File: src/rtl/req_flag_arbiter_pkg.sv
// Shared definitions for the request-flag arbiter: FSM state encodings and
// the index-width rule used by the round-robin search.
package req_flag_arbiter_pkg;

  // state    | meaning
  // ST_IDLE  | no grant; waiting for a latched request flag
  // ST_GRANT | one requester owns the grant until DONE (or timeout)
  // ST_GAP   | one cycle with all grants low before re-arbitration
  localparam logic [1:0] ST_IDLE  = 2'd0;
  localparam logic [1:0] ST_GRANT = 2'd1;
  localparam logic [1:0] ST_GAP   = 2'd2;

  // Width of a requester index; never below one bit.
  function automatic int rr_idx_width(input int n);
    return (n > 2) ? $clog2(n) : 1;
  endfunction

endpackage

File: src/rtl/req_flag_arbiter_rr_pick.sv
// Combinational round-robin selector. The search starts one past the last
// served requester and wraps, so the previous owner is considered last.
module rr_pick
  import req_flag_arbiter_pkg::*;
#(
  parameter int N  = 4,
  parameter int IW = rr_idx_width(N)
) (
  input  logic [N-1:0]  i_pending,
  input  logic [IW-1:0] i_last,
  output logic [N-1:0]  o_win,
  output logic [IW-1:0] o_idx,
  output logic          o_any
);

  // First set pending flag after i_last, wrapping at N-1 -> 0.
  always_comb begin
    int          cand;
    logic [IW-1:0] cand_idx;
    o_win    = '0;
    o_idx    = '0;
    o_any    = 1'b0;
    cand     = 0;
    cand_idx = '0;
    for (int off = 1; off <= N; off++) begin
      cand = int'(i_last) + off;
      if (cand >= N) cand = cand - N;
      cand_idx = IW'(cand);
      if (!o_any && i_pending[cand_idx]) begin
        o_any           = 1'b1;
        o_win[cand_idx] = 1'b1;
        o_idx           = cand_idx;
      end
    end
  end

endmodule

File: src/rtl/req_flag_arbiter.sv
// Round-robin arbiter with latched request flags and a break-before-make gap
// between grants. All outputs come straight from registers.
// Optional forced release of a stuck grant: define REQ_ARB_TIMEOUT_EN.
// LOG is kept for interface compatibility; no trace logic is built here.
module req_flag_arbiter
  import req_flag_arbiter_pkg::*;
#(
  parameter int BLOCKS  = 4,
  parameter int TIMEOUT = 15,
  parameter int LOG     = 0
) (
  input  logic                      CP,
  input  logic                      MR,
  input  logic [BLOCKS-1:0]         REQ,
  input  logic                      DONE,
  output logic [BLOCKS-1:0]         GNT,
  output logic                      GNT_VALID,
  output logic [$clog2(BLOCKS)-1:0] GNT_ID,
  output logic [BLOCKS-1:0]         PENDING,
  output logic                      TIMEOUT_ERR
);

  localparam int IW = rr_idx_width(BLOCKS);

  logic [1:0]        r_state;
  logic [BLOCKS-1:0] r_pending;
  logic [BLOCKS-1:0] r_gnt;
  logic              r_gnt_valid;
  logic [IW-1:0]     r_gnt_id;
  logic [IW-1:0]     r_last;

  logic [BLOCKS-1:0] w_win;
  logic [IW-1:0]     w_idx;
  logic              w_any;
  logic              w_timeout;
  logic              w_release;
  logic [BLOCKS-1:0] w_pending_nxt;
  logic              w_unused_cfg;

  assign w_unused_cfg = (LOG != 0) ^ (TIMEOUT != 0);

  rr_pick #(
    .N  (BLOCKS),
    .IW (IW)
  ) u_rr_pick (
    .i_pending (r_pending),
    .i_last    (r_last),
    .o_win     (w_win),
    .o_idx     (w_idx),
    .o_any     (w_any)
  );

  // Grant ends on DONE or on a forced timeout, but only while granting.
  assign w_release = (r_state == ST_GRANT) && (DONE || w_timeout);

  // Clear the finished owner's flag first, then OR in new requests so a
  // same-edge request from the owner re-queues it.
  assign w_pending_nxt = (r_pending & ~(w_release ? r_gnt : '0)) | REQ;

`ifdef REQ_ARB_TIMEOUT_EN
  localparam int CW = $clog2(TIMEOUT + 1);

  logic [CW-1:0] r_tmo_cnt;
  logic          r_timeout_err;

  assign w_timeout = (r_state == ST_GRANT) && !DONE &&
                     (r_tmo_cnt == CW'(TIMEOUT - 1));

  // Count cycles spent in GRANT; latch a sticky error on forced release.
  always_ff @(posedge CP or posedge MR) begin
    if (MR) begin
      r_tmo_cnt     <= '0;
      r_timeout_err <= 1'b0;
    end else begin
      if ((r_state == ST_GRANT) && !w_release) r_tmo_cnt <= r_tmo_cnt + CW'(1);
      else                                     r_tmo_cnt <= '0;
      if (w_timeout) r_timeout_err <= 1'b1;
    end
  end

  assign TIMEOUT_ERR = r_timeout_err;
`else
  assign w_timeout   = 1'b0;
  assign TIMEOUT_ERR = 1'b0;
`endif

  // Request latching and the IDLE -> GRANT -> GAP sequence.
  always_ff @(posedge CP or posedge MR) begin
    if (MR) begin
      r_state     <= ST_IDLE;
      r_pending   <= '0;
      r_gnt       <= '0;
      r_gnt_valid <= 1'b0;
      r_gnt_id    <= '0;
      r_last      <= IW'(BLOCKS - 1);
    end else begin
      r_pending <= w_pending_nxt;
      case (r_state)
        ST_IDLE: begin
          if (w_any) begin
            r_gnt       <= w_win;
            r_gnt_valid <= 1'b1;
            r_gnt_id    <= w_idx;
            r_state     <= ST_GRANT;
          end
        end
        ST_GRANT: begin
          if (w_release) begin
            r_last      <= r_gnt_id;
            r_gnt       <= '0;
            r_gnt_valid <= 1'b0;
            r_gnt_id    <= '0;
            r_state     <= ST_GAP;
          end
        end
        ST_GAP: begin
          r_state <= ST_IDLE;
        end
        default: begin
          r_gnt       <= '0;
          r_gnt_valid <= 1'b0;
          r_gnt_id    <= '0;
          r_state     <= ST_IDLE;
        end
      endcase
    end
  end

  assign GNT       = r_gnt;
  assign GNT_VALID = r_gnt_valid;
  assign GNT_ID    = r_gnt_id;
  assign PENDING   = r_pending;

endmodule

File: config.mk
export PLATFORM = sky130hd
export DESIGN_NAME = req_flag_arbiter
export DESIGN_NICKNAME = d
export VERILOG_FILES = /design/src/rtl/req_flag_arbiter_pkg.sv /design/src/rtl/req_flag_arbiter_rr_pick.sv /design/src/rtl/req_flag_arbiter.sv
export SDC_FILE = /design/constraint.sdc
export NUM_CORES = 1
export LEC_CHECK = 0
export CAP_MARGIN = 10
export CORE_MARGIN = 2
export CORE_UTILIZATION = 45
export CTS_CLUSTER_DIAMETER = 40
export CTS_CLUSTER_SIZE = 10
export DETAILED_ROUTE_END_ITERATION = 7
export GPL_TIMING_DRIVEN = 0
export PLACE_DENSITY = 0.69
export SYNTH_ARGS = -nofsm -noshare
export SYNTH_HDL_FRONTEND = slang
export SYNTH_HIERARCHICAL = 1
export SYNTH_SLANG_ARGS = --single-unit
File: constraint.sdc
create_clock -name CP -period 5.1 [get_ports CP]
set_input_delay 0.765 -clock CP [delete_from_list [all_inputs] [get_ports CP]]
set_output_delay 0.765 -clock CP [all_outputs]
set_load 0.02 [all_outputs]
==> results.ini, run 1 <==
[run_status]
status=complete, no violations

[global_route]
grt_max_degree=16
grt_pass1_wl_um=4567
grt_antenna_before_repair=0
grt_pass1_vias=974
grt_remaining_overflow=0
grt_use_total=0.1857

[clocking]
clk_pin_slew_ns=0.09
numCtsBuffers=3
cts_root_buffer=clkbuf_4
cts_resized=0
clkLatencyLatePin_ns=0.29
cts_setup_buffers=0
cts_tree=yes
cts_hold_buf=0
cts.sinks=15
h-tree-depth=1
clockBufferDepth=2

[hold_path]
hold_path_class=flop to flop

[yosys]
async_reset_ff_frac=1.000
yosysTopAreaCellShare=0.2725
syn_avg_cell_area_um2=9.473
netlist_area_mm2=0.001194
yosysWarnings=6
ys_seq_elements=15
synthDistinctLibCells=44
synth-main-ff-cell=dfrtp_1
yosysSeqAreaShare=0.3166
yosys-top-cells-count=18 x nand2_1, 13 x dfrtp_1, 8 x ha_1
yosys.area.top_type=dfrtp_1
ys_top_cells_by_area=dfrtp_1 27%, ha_1 8.4%, nand2_1 5.7%
yosysMostFrequentCell=nand2_1
syn_inst=126
synth-edff-count=0
syn_nets=141

[place]
port_buffers=17
place.gp.congestion=0.9183
dp_hpwl_um=2016
dp.cells=173
place_area_mm2=0.001401

[finish]
multi_input_area_um2=709.4
seq_area_um2=377.9
diodes=0
fill_cells=239
drive_gt1_frac=0.1565
fin_nets=163
stdcell_area_mm2=0.001428
area.growth.synth_to_final_pct=19.60
stdcell_count=177

[timing]
hold_viol=0
fin_skew_ns=0.003159
setup_viol=0
rsz0062_at_grt=no
worstMarginPinSlew_ns=0.5717
hold_ws_ns=0.5313
post-route-period-util=0.5033
fmax_mhz=389.6
period_minus_slack_ns=2.567
fin_setup_tns_ns=0
slew_headroom=0.6185
drv_slew=0

[floorplan]
rows=18
pin_count=19
die_x_um=55.50
coreArea_mm2=0.002500
die_h_um=55.50
start_util=0.4775
die_area_mm2=0.003080

[setup_path]
start_kind=flop
arrival_ns=2.75
critPathKind=flop to flop
cp_max_fo=10
end_kind=flop
cp_data_required_time_ns=5.28

[detailed_routing]
route.detailed.drc=0
drt_iter0_drc=34
vias=1027
via_per_inst=5.802
drtAntennaViolNets=0
drt_first_pass_iters=4
wirelength_um=2749
wire_per_inst_um=15.53

[power]
power.total_mw=0.7320
ir_worst_vdd_uv=352.4
cellPowerDensity_mw_per_mm2=512.7
power.leakage_nw=0.5836

[job]
drv_cap=0

[flip-flops by register name, indices dropped and copies added, names as in the netlist]
register   cells
GNT            4
PENDING        4
GNT_ID         2
r_last         2
r_state        2
GNT_VALID      1
[path summary, 6_finish.rpt]
kind                       slack, ns        from  depth (start not counted)          to
setup / recovery                2.53   r_last[0]                         10      GNT[3]
hold reg to reg                 0.53  PENDING[0]                          1  PENDING[0]
max in group asynchronous       3.90          MR                          2   r_last[1]
min in group asynchronous       0.82          MR                          2  r_state[1]
hold / removal                  0.53  PENDING[0]                          1  PENDING[0]
setup reg to reg                2.53   r_last[0]                         10      GNT[3]
[where the power goes]
group	internal, mW	switching [mW]
sequential	0.163	0.0514
clock	0.0305	0.0400
combinational	0.212	0.235
total	0.405	0.327
[placed cells by master (no fill, tap or decap), drive strengths merged]
cell type,Yosys,routed
nand2,18,18
clkdlybuf4s50,0,17
dfrtp,13,13
o21ai,9,9
ha,8,8
inv,8,8
nor2,8,8
buf,7,7
a21oi,5,5
clkbuf,1,5
a22oi,4,4
o2bb2ai,4,4
a21o,4,4
a221o,4,4
mux2i,3,3
nor2b,2,2
mux2,2,2
nand3b,2,2
a22o,2,2
dfstp,2,2
a21boi,2,2
o22ai,2,2
a221oi,2,2
a211oi,2,2
and3b,1,1
and2b,1,1
conb,1,1
or3b,1,1
nand2b,1,1
nor4,1,1
mux4,1,1
nand3,1,1
nor3,1,1
o31a,1,1
a31oi,1,1
o22a,1,1
[per-stage QoR]
step / setup slack [ns] / utilization
detailed placement: 2.569 / 0.5606
global route: 2.383 / 0.5711
global placement: 2.595 / 0.5606
finish: 2.533 / 0.5711
CTS: 2.544 / 0.5711
floorplan: 2.810 / -
[final cells by class]
type	count	area share
Sequential cell	15	0.2647
Clock buffer	4	0.01840
Timing Repair Buffer	17	0.1192
Inverter	8	0.02103
Buffer	8	0.05346
Tap cell	30	0.02629
Multi-Input combinational cell	95	0.4969
[metal layers]
layer | global-route usage | part of all wire | wire length (um) | up-vias
li1 | - | - | - | 498
met1 | 0.2585 | 0.48 | 1311 | 488
met2 | 0.2925 | 0.47 | 1280 | 32
met3 | 0.02576 | 0.037 | 102 | 9
met4 | 0.06969 | 0.020 | 54 | 0
met5 | 0 | 0 | 0 | -
[kinds of logic after synthesis]
group | count (synthesis) | share of synthesized area
compound gates | 43 | 0.2809
simple gates | 37 | 0.1468
buf+inv | 16 | 0.08909
flops | 15 | 0.3166
fa+ha+maj | 8 | 0.08386
mux | 6 | 0.07966
other cells | 1 | 0.003142
[critical path: stages (launching register included)]
cell and delay [ns]:
dfstp_2 0.65, buf_4 0.21, inv_2 0.09, ha_1 0.30
buf_6 0.15, mux2i_4 0.33, o21ai_1 0.12, a221o_1 0.28
nand2_1 0.06, o21ai_0 0.07, a22o_1 0.19
Note: power is estimated with default switching activity, not from simulation.
==> run 2: changes to the inputs <==
- clock period: 5.1 -> 2.47 ns (I/O delays scaled with it)
==> results.ini, run 2 (synthesis results as in run 1) <==
[run_status]
status=complete, no violations  ; unchanged

[floorplan]
rows=18  ; unchanged
die_h_um=55.50  ; unchanged
die_area_mm2=0.003080  ; unchanged
pin_count=19  ; unchanged
coreArea_mm2=0.002500  ; unchanged
die_x_um=55.50  ; unchanged
start_util=0.4775  ; unchanged

[setup_path]
critPathKind=flop to flop  ; unchanged
cp_data_required_time_ns=2.65  ; was 5.28 ns
critPathSlowestCell=dfstp_2  ; unchanged
reg2reg_slack_ns=0.17  ; was 2.53 ns
start_kind=flop  ; unchanged
cp_max_fo=8  ; was 10
worst_r2r_endpoint=GNT[1]  ; was GNT[3]
r2r-start=r_last[0]  ; unchanged
crit_chain=buf_6 -> inv_2 -> ha_1 -> buf_6 -> mux2i_4 -> o21ai_1 -> a221o_1 -> a22oi_1 -> o2bb2ai_1  ; was buf_4 -> inv_2 -> ha_1 -> buf_6 -> mux2i_4 -> o21ai_1 -> a221o_1 -> nand2_1 -> o21ai_0 -> a22o_1
cp_num_buf_inv=3  ; unchanged
end_kind=flop  ; unchanged
slowest_delay_ns=0.56  ; was 0.65 ns
cp_top_family=compound AO/OA/AOI/OAI gates  ; unchanged
arrival_ns=2.49  ; was 2.75 ns
cp_common_cell=buf_6
r2r_cells=9  ; was 10

[clocking]
numCtsBuffers=3  ; unchanged
cts.sinks=15  ; unchanged
cts_tree=yes  ; unchanged
cts_root_buffer=clkbuf_4  ; unchanged
cts_hold_buf=0  ; unchanged
h-tree-depth=1  ; unchanged
clk_pin_slew_ns=0.09  ; about the same
clkLatencyLatePin_ns=0.29  ; about the same
clockBufferDepth=2  ; unchanged

[timing]
post-route-period-util=0.9321  ; was 0.5033
worstMarginPinSlew_ns=0.5748  ; was 0.5717 ns
fin_skew_ns=0.0003170  ; was 0.003159 ns
hold_viol=0  ; unchanged
drv_slew=0  ; unchanged
setup_viol=0  ; unchanged
slew_headroom=0.6164  ; was 0.6185
rsz0062_at_grt=no  ; unchanged
period_minus_slack_ns=2.302  ; was 2.567 ns
fmax_mhz=434.3  ; was 389.6 MHz

[global_route]
grt_pass1_wl_um=4623  ; was 4567 um
grt_antenna_before_repair=0  ; unchanged
grt_pass1_vias=977  ; was 974
grt_max_degree=16  ; unchanged
grt_remaining_overflow=0  ; unchanged
grt_use_total=0.1887  ; was 0.1857

[finish]
area.growth.synth_to_final_pct=23.06  ; was 19.60%
fill_cells=237  ; was 239
mostFrequentLayoutCell=nand2_1  ; unchanged
drive_gt1_frac=0.1842  ; was 0.1565
diodes=0  ; unchanged
final_core_utilization=0.5876  ; was 0.5711
layout_common_cells=18 x nand2_1, 17 x clkdlybuf4s50_1, 13 x dfrtp_1, 8 x ha_1  ; unchanged
fin_nets=168  ; was 163

[detailed_routing]
drt_iter0_drc=28  ; was 34
drtAntennaViolNets=0  ; unchanged
vias=1039  ; was 1027
wire_per_inst_um=15.26  ; was 15.53 um
route.detailed.drc=0  ; unchanged
via_per_inst=5.709  ; was 5.802
drt_first_pass_iters=4  ; unchanged
wirelength_um=2778  ; was 2749 um

[place]
dp_hpwl_um=2016  ; unchanged
place.gp.congestion=0.9183  ; unchanged
port_buffers=17  ; unchanged

[power]
power.total_mw=1.581  ; was 0.7320 mW
cellPowerDensity_mw_per_mm2=1076  ; was 512.7 mW/mm^2
ir_worst_vdd_uv=725.8  ; was 352.4 uV
power.leakage_nw=0.6097  ; was 0.5836 nW

[hold_path]
hold_path_class=input pin to async pin  ; was flop to flop

[job]
drv_cap=0  ; unchanged

-- run 2: cell count changes in the layout (fill, tap and decap cells not counted), sizes merged --
cell,delta
buf,+5
-- run 2: worst max-delay path by stage --
stage                   start     end  slack [ns]  cells past startpoint
global route        r_last[0]  GNT[3]        0.03                     10
global placement    r_last[0]  GNT[0]       -0.04                     10
detailed placement  r_last[0]  GNT[3]       -0.06                     10
floorplan           r_last[0]  GNT[3]        0.18                     10
finish              r_last[0]  GNT[1]        0.17                      9
CTS                 r_last[0]  GNT[3]        0.06                     10
-- run 2: area by class of cell --
type | instances | area [um^2] | share of cell area
timing repair buffer | 22 | 207.7 | 0.1414
tap | 30 | 37.54 | 0.02555
sequential | 15 | 377.9 | 0.2572
buffer | 8 | 80.08 | 0.05451
multi-input combinational | 95 | 709.4 | 0.4830
clock buffer | 4 | 26.28 | 0.01789
inverter | 8 | 30.03 | 0.02044
-- run 2: what timing repair did --
item,in CTS,in global routing
pin swaps,0,2
gates resized for setup,0,1
setup endpoints to repair,4,4
buffers inserted,2,3
cloned,0,0
-- run 2: per-layer routing --
layer  routed length (um)  vias up  GRT usage
met5                    0        -          0
met4                   54        0    0.06969
met3                  131        9    0.02576
met2                 1315       27     0.3010
met1                 1276      496     0.2600
li1                     -      507          -
-- run 2: metrics by stage --
step / setup slack [ns] / area [um^2] / std cells / hold WS (ns) / setup TNS [ns]
global route: 0.02875 / 1469 / 182 / 0.4917 / 0
detailed placement: -0.06132 / 1401 / 173 / 0.5155 / -0.1774
floorplan: 0.1801 / 1194 / 126 / 0.2705 / 0
CTS: 0.06083 / 1443 / 179 / 0.4459 / 0
finish: 0.1676 / 1469 / 182 / 0.4257 / 0
global placement: -0.03528 / 1401 / 173 / 0.5106 / -0.09159
-- run 2: power breakdown --
group	leakage (nW)	internal (mW)	switching [mW]
clock	0.0150	0.0629	0.0825
combinational	0.424	0.500	0.528
sequential	0.171	0.334	0.0738
total	0.610	0.897	0.684
==> run 3: changes to the inputs <==
- PLACE_DENSITY: 0.69 -> 0.7
- SYNTH_HIERARCHICAL: 1 -> default
==> results.ini, run 3 <==
[run_status]
status=finished, violations left  ; was complete, no violations
violations=setup timing

[yosys]
yosysWarnings=0  ; was 6
ys_top_cells_by_area=dfrtp_1 30%, ha_1 9.1%, o21ai_0 5.9%  ; was dfrtp_1 27%, ha_1 8.4%, nand2_1 5.7%
syn_avg_cell_area_um2=9.331  ; was 9.473 um^2
synthDistinctLibCells=38  ; was 44
syn_nets=133  ; was 141
yosys-top-cells-count=13 x dfrtp_1, 13 x o21ai_0, 9 x nand2_1  ; was 18 x nand2_1, 13 x dfrtp_1, 8 x ha_1
synth-main-ff-cell=dfrtp_1  ; unchanged
syn_inst=118  ; was 126
netlist_area_mm2=0.001101  ; was 0.001194 mm^2
yosysSeqAreaShare=0.3432  ; was 0.3166
synth-edff-count=0  ; unchanged
ys_seq_elements=15  ; unchanged
yosysTopAreaCellShare=0.2955  ; was 0.2725
async_reset_ff_frac=1.000  ; unchanged
yosys.area.top_type=dfrtp_1  ; unchanged

[job]
drv_cap=0  ; unchanged

[power]
power.leakage_nw=0.5745  ; was 0.6097 nW
switching_share=0.4487  ; was 0.4326
p_int_mw=0.8311  ; was 0.8969 mW
ir_worst_vdd_uv=732.3  ; was 725.8 uV
cellPowerDensity_mw_per_mm2=1073  ; was 1076 mW/mm^2
p_comb_frac=0.620  ; was 0.650
p_seq_frac=0.290  ; was 0.258
clkPwrFrac=0.090  ; was 0.092
power.total_mw=1.508  ; was 1.581 mW
p_sw_mw=0.6765  ; was 0.6838 mW

[finish]
layout_common_cells=17 x clkdlybuf4s50_1, 13 x dfrtp_1, 11 x buf_4, 11 x o21ai_0, 9 x nand2_1  ; was 18 x nand2_1, 17 x clkdlybuf4s50_1, 13 x dfrtp_1, 8 x ha_1
final_core_utilization=0.6232  ; was 0.5876
diodes=0  ; unchanged
drive_gt1_frac=0.2245  ; was 0.1842
area.growth.synth_to_final_pct=27.61  ; was 23.06%
mostFrequentLayoutCell=clkdlybuf4s50_1  ; was nand2_1
fin_nets=163  ; was 168

[setup_path]
critPathSlowestCell=dfstp_2  ; unchanged
start_kind=flop  ; unchanged
crit_cells=9  ; unchanged
cp_data_required_time_ns=2.64  ; was 2.65 ns
end_kind=flop  ; unchanged
crit_chain=buf_6 -> clkinvlp_4 -> ha_1 -> buf_2 -> mux2i_1 -> mux2_4 -> o21ai_0 -> a31oi_1 -> a221o_2  ; was buf_6 -> inv_2 -> ha_1 -> buf_6 -> mux2i_4 -> o21ai_1 -> a221o_1 -> a22oi_1 -> o2bb2ai_1
r2r_cells=9  ; unchanged
slowest_delay_ns=0.60  ; was 0.56 ns
r2r-start=r_last[1]  ; was r_last[0]
cp_top_family=compound AO/OA/AOI/OAI gates  ; unchanged
critPathKind=flop to flop  ; unchanged
cp_num_buf_inv=3  ; unchanged
arrival_ns=2.68  ; was 2.49 ns
cp_max_fo=10  ; was 8
crit_start=r_last[1]  ; was r_last[0]

[floorplan]
rows=17  ; was 18
pin_count=19  ; unchanged
die_area_mm2=0.002859  ; was 0.003080 mm^2
die_h_um=53.47  ; was 55.50 um
coreArea_mm2=0.002255  ; was 0.002500 mm^2
die_x_um=53.47  ; was 55.50 um
start_util=0.4883  ; was 0.4775

[timing]
setup_viol=1  ; was 0
drv_slew=0  ; unchanged
fin_skew_ns=0.001512  ; was 0.0003170 ns
hold_ws_ns=0.4134  ; was 0.4257 ns
hold_viol=0  ; unchanged
fin_setup_tns_ns=-0.04410  ; was 0 ns
period_minus_slack_ns=2.514  ; was 2.302 ns
fin_ws_ns=-0.04410  ; was 0.1676 ns
slew_headroom=0.5312  ; was 0.6164
fmax_mhz=397.8  ; was 434.3 MHz
worstMarginPinSlew_ns=0.6978  ; was 0.5748 ns
post-route-period-util=1.018  ; was 0.9321

[clocking]
clkLatencyLatePin_ns=0.28  ; was 0.29 ns
clk_pin_slew_ns=0.08  ; was 0.09 ns
clockBufferDepth=2  ; unchanged
cts_root_buffer=clkbuf_4  ; unchanged
h-tree-depth=1  ; unchanged
numCtsBuffers=3  ; unchanged
cts_tree=yes  ; unchanged
cts.sinks=15  ; unchanged
cts_hold_buf=0  ; unchanged

[detailed_routing]
routed-wl-met2_um=1409  ; was 1315 um
wire_per_inst_um=15.82  ; was 15.26 um
route.detailed.drc=0  ; unchanged
vias=1074  ; was 1039
drtAntennaViolNets=0  ; unchanged
wl_met3_um=151  ; was 131 um
via_per_inst=6.137  ; was 5.709
drt_first_pass_iters=4  ; unchanged
drt_iter0_drc=39  ; was 28
met1_length_um=1154  ; was 1276 um
top_layer=met4  ; unchanged
wirelength_um=2769  ; was 2778 um

[global_route]
grt_max_degree=16  ; unchanged
grt_pass1_vias=909  ; was 977
grt_remaining_overflow=0  ; unchanged
grt_antenna_before_repair=0  ; unchanged
grt_pass1_wl_um=4374  ; was 4623 um
grt_use_total=0.2087  ; was 0.1887

[place]
pre_cts_ws_ns=-0.1885  ; was -0.06132 ns
dp_hpwl_um=1941  ; was 2016 um
port_buffers=17  ; unchanged
place.gp.congestion=0.8660  ; was 0.9183

[hold_path]
hold_path_class=input pin to async pin  ; unchanged

-- run 3: logic make-up (layout without fill, tap and decap cells) --
family                   Yosys count  in the layout  share of synthesized area
AO/OA/AOI/OAI                     37             37                     0.2386
AND/OR/NAND/NOR                   36             36                     0.1773
flip-flops                        15             15                     0.3432
buffers and inverters             13             42                    0.07044
adder cells (fa/ha/maj)            8              8                    0.09091
multiplexers                       8              8                    0.07614
other                              1              1                   0.003406
-- run 3: per-stage QoR --
stage	cell area, um^2	std cells
finish	1405	175
global route	1405	175
CTS	1338	167
detailed placement	1306	163
global placement	1306	163
floorplan	1101	118
-- run 3: cell type report --
type	count	area (um^2)
Buffer	8	58.81
Clock buffer	4	26.28
Multi-Input combinational cell	90	649.4
Timing Repair Buffer	25	230.2
Inverter	5	27.53
Fill cell	203	849.6
Sequential cell	15	377.9
Tap cell	28	35.03
-- run 3: power groups by stage --
stage | Sequential [mW] | Combinational [mW] | Clock (mW)
2_1_floorplan | 0.488 | 0.502 | 0
3_3_place_gp | 0.434 | 0.809 | 0
3_5_place_dp | 0.439 | 0.820 | 0
4_1_cts | 0.440 | 0.826 | 0.141
5_1_grt | 0.449 | 1.02 | 0.152
6_report | 0.437 | 0.935 | 0.136
-- run 3: worst paths after layout --
kind                            slack (ns)          to
worst max-delay path                 -0.04      GNT[2]
worst min-delay path                  0.41  PENDING[2]
max in group asynchronous             1.69   r_last[1]
worst max register to register       -0.04      GNT[2]
worst min register to register        0.49   GNT_VALID
min in group CP                       0.49   GNT_VALID
-- run 3: layer usage --
metal,GRT usage,vias up
met2,0.3395,49
met1,0.2785,522
li1,-,497
met5,0,-
met4,0.05128,0
met3,0.04520,6
-- run 3: repair_timing --
action / 4_1_cts / 5_1_grt
endpoints found under the setup margin: 5 / 5
pin swaps: 0 / 0
resized for setup: 2 / 4
buffers inserted: 0 / 8
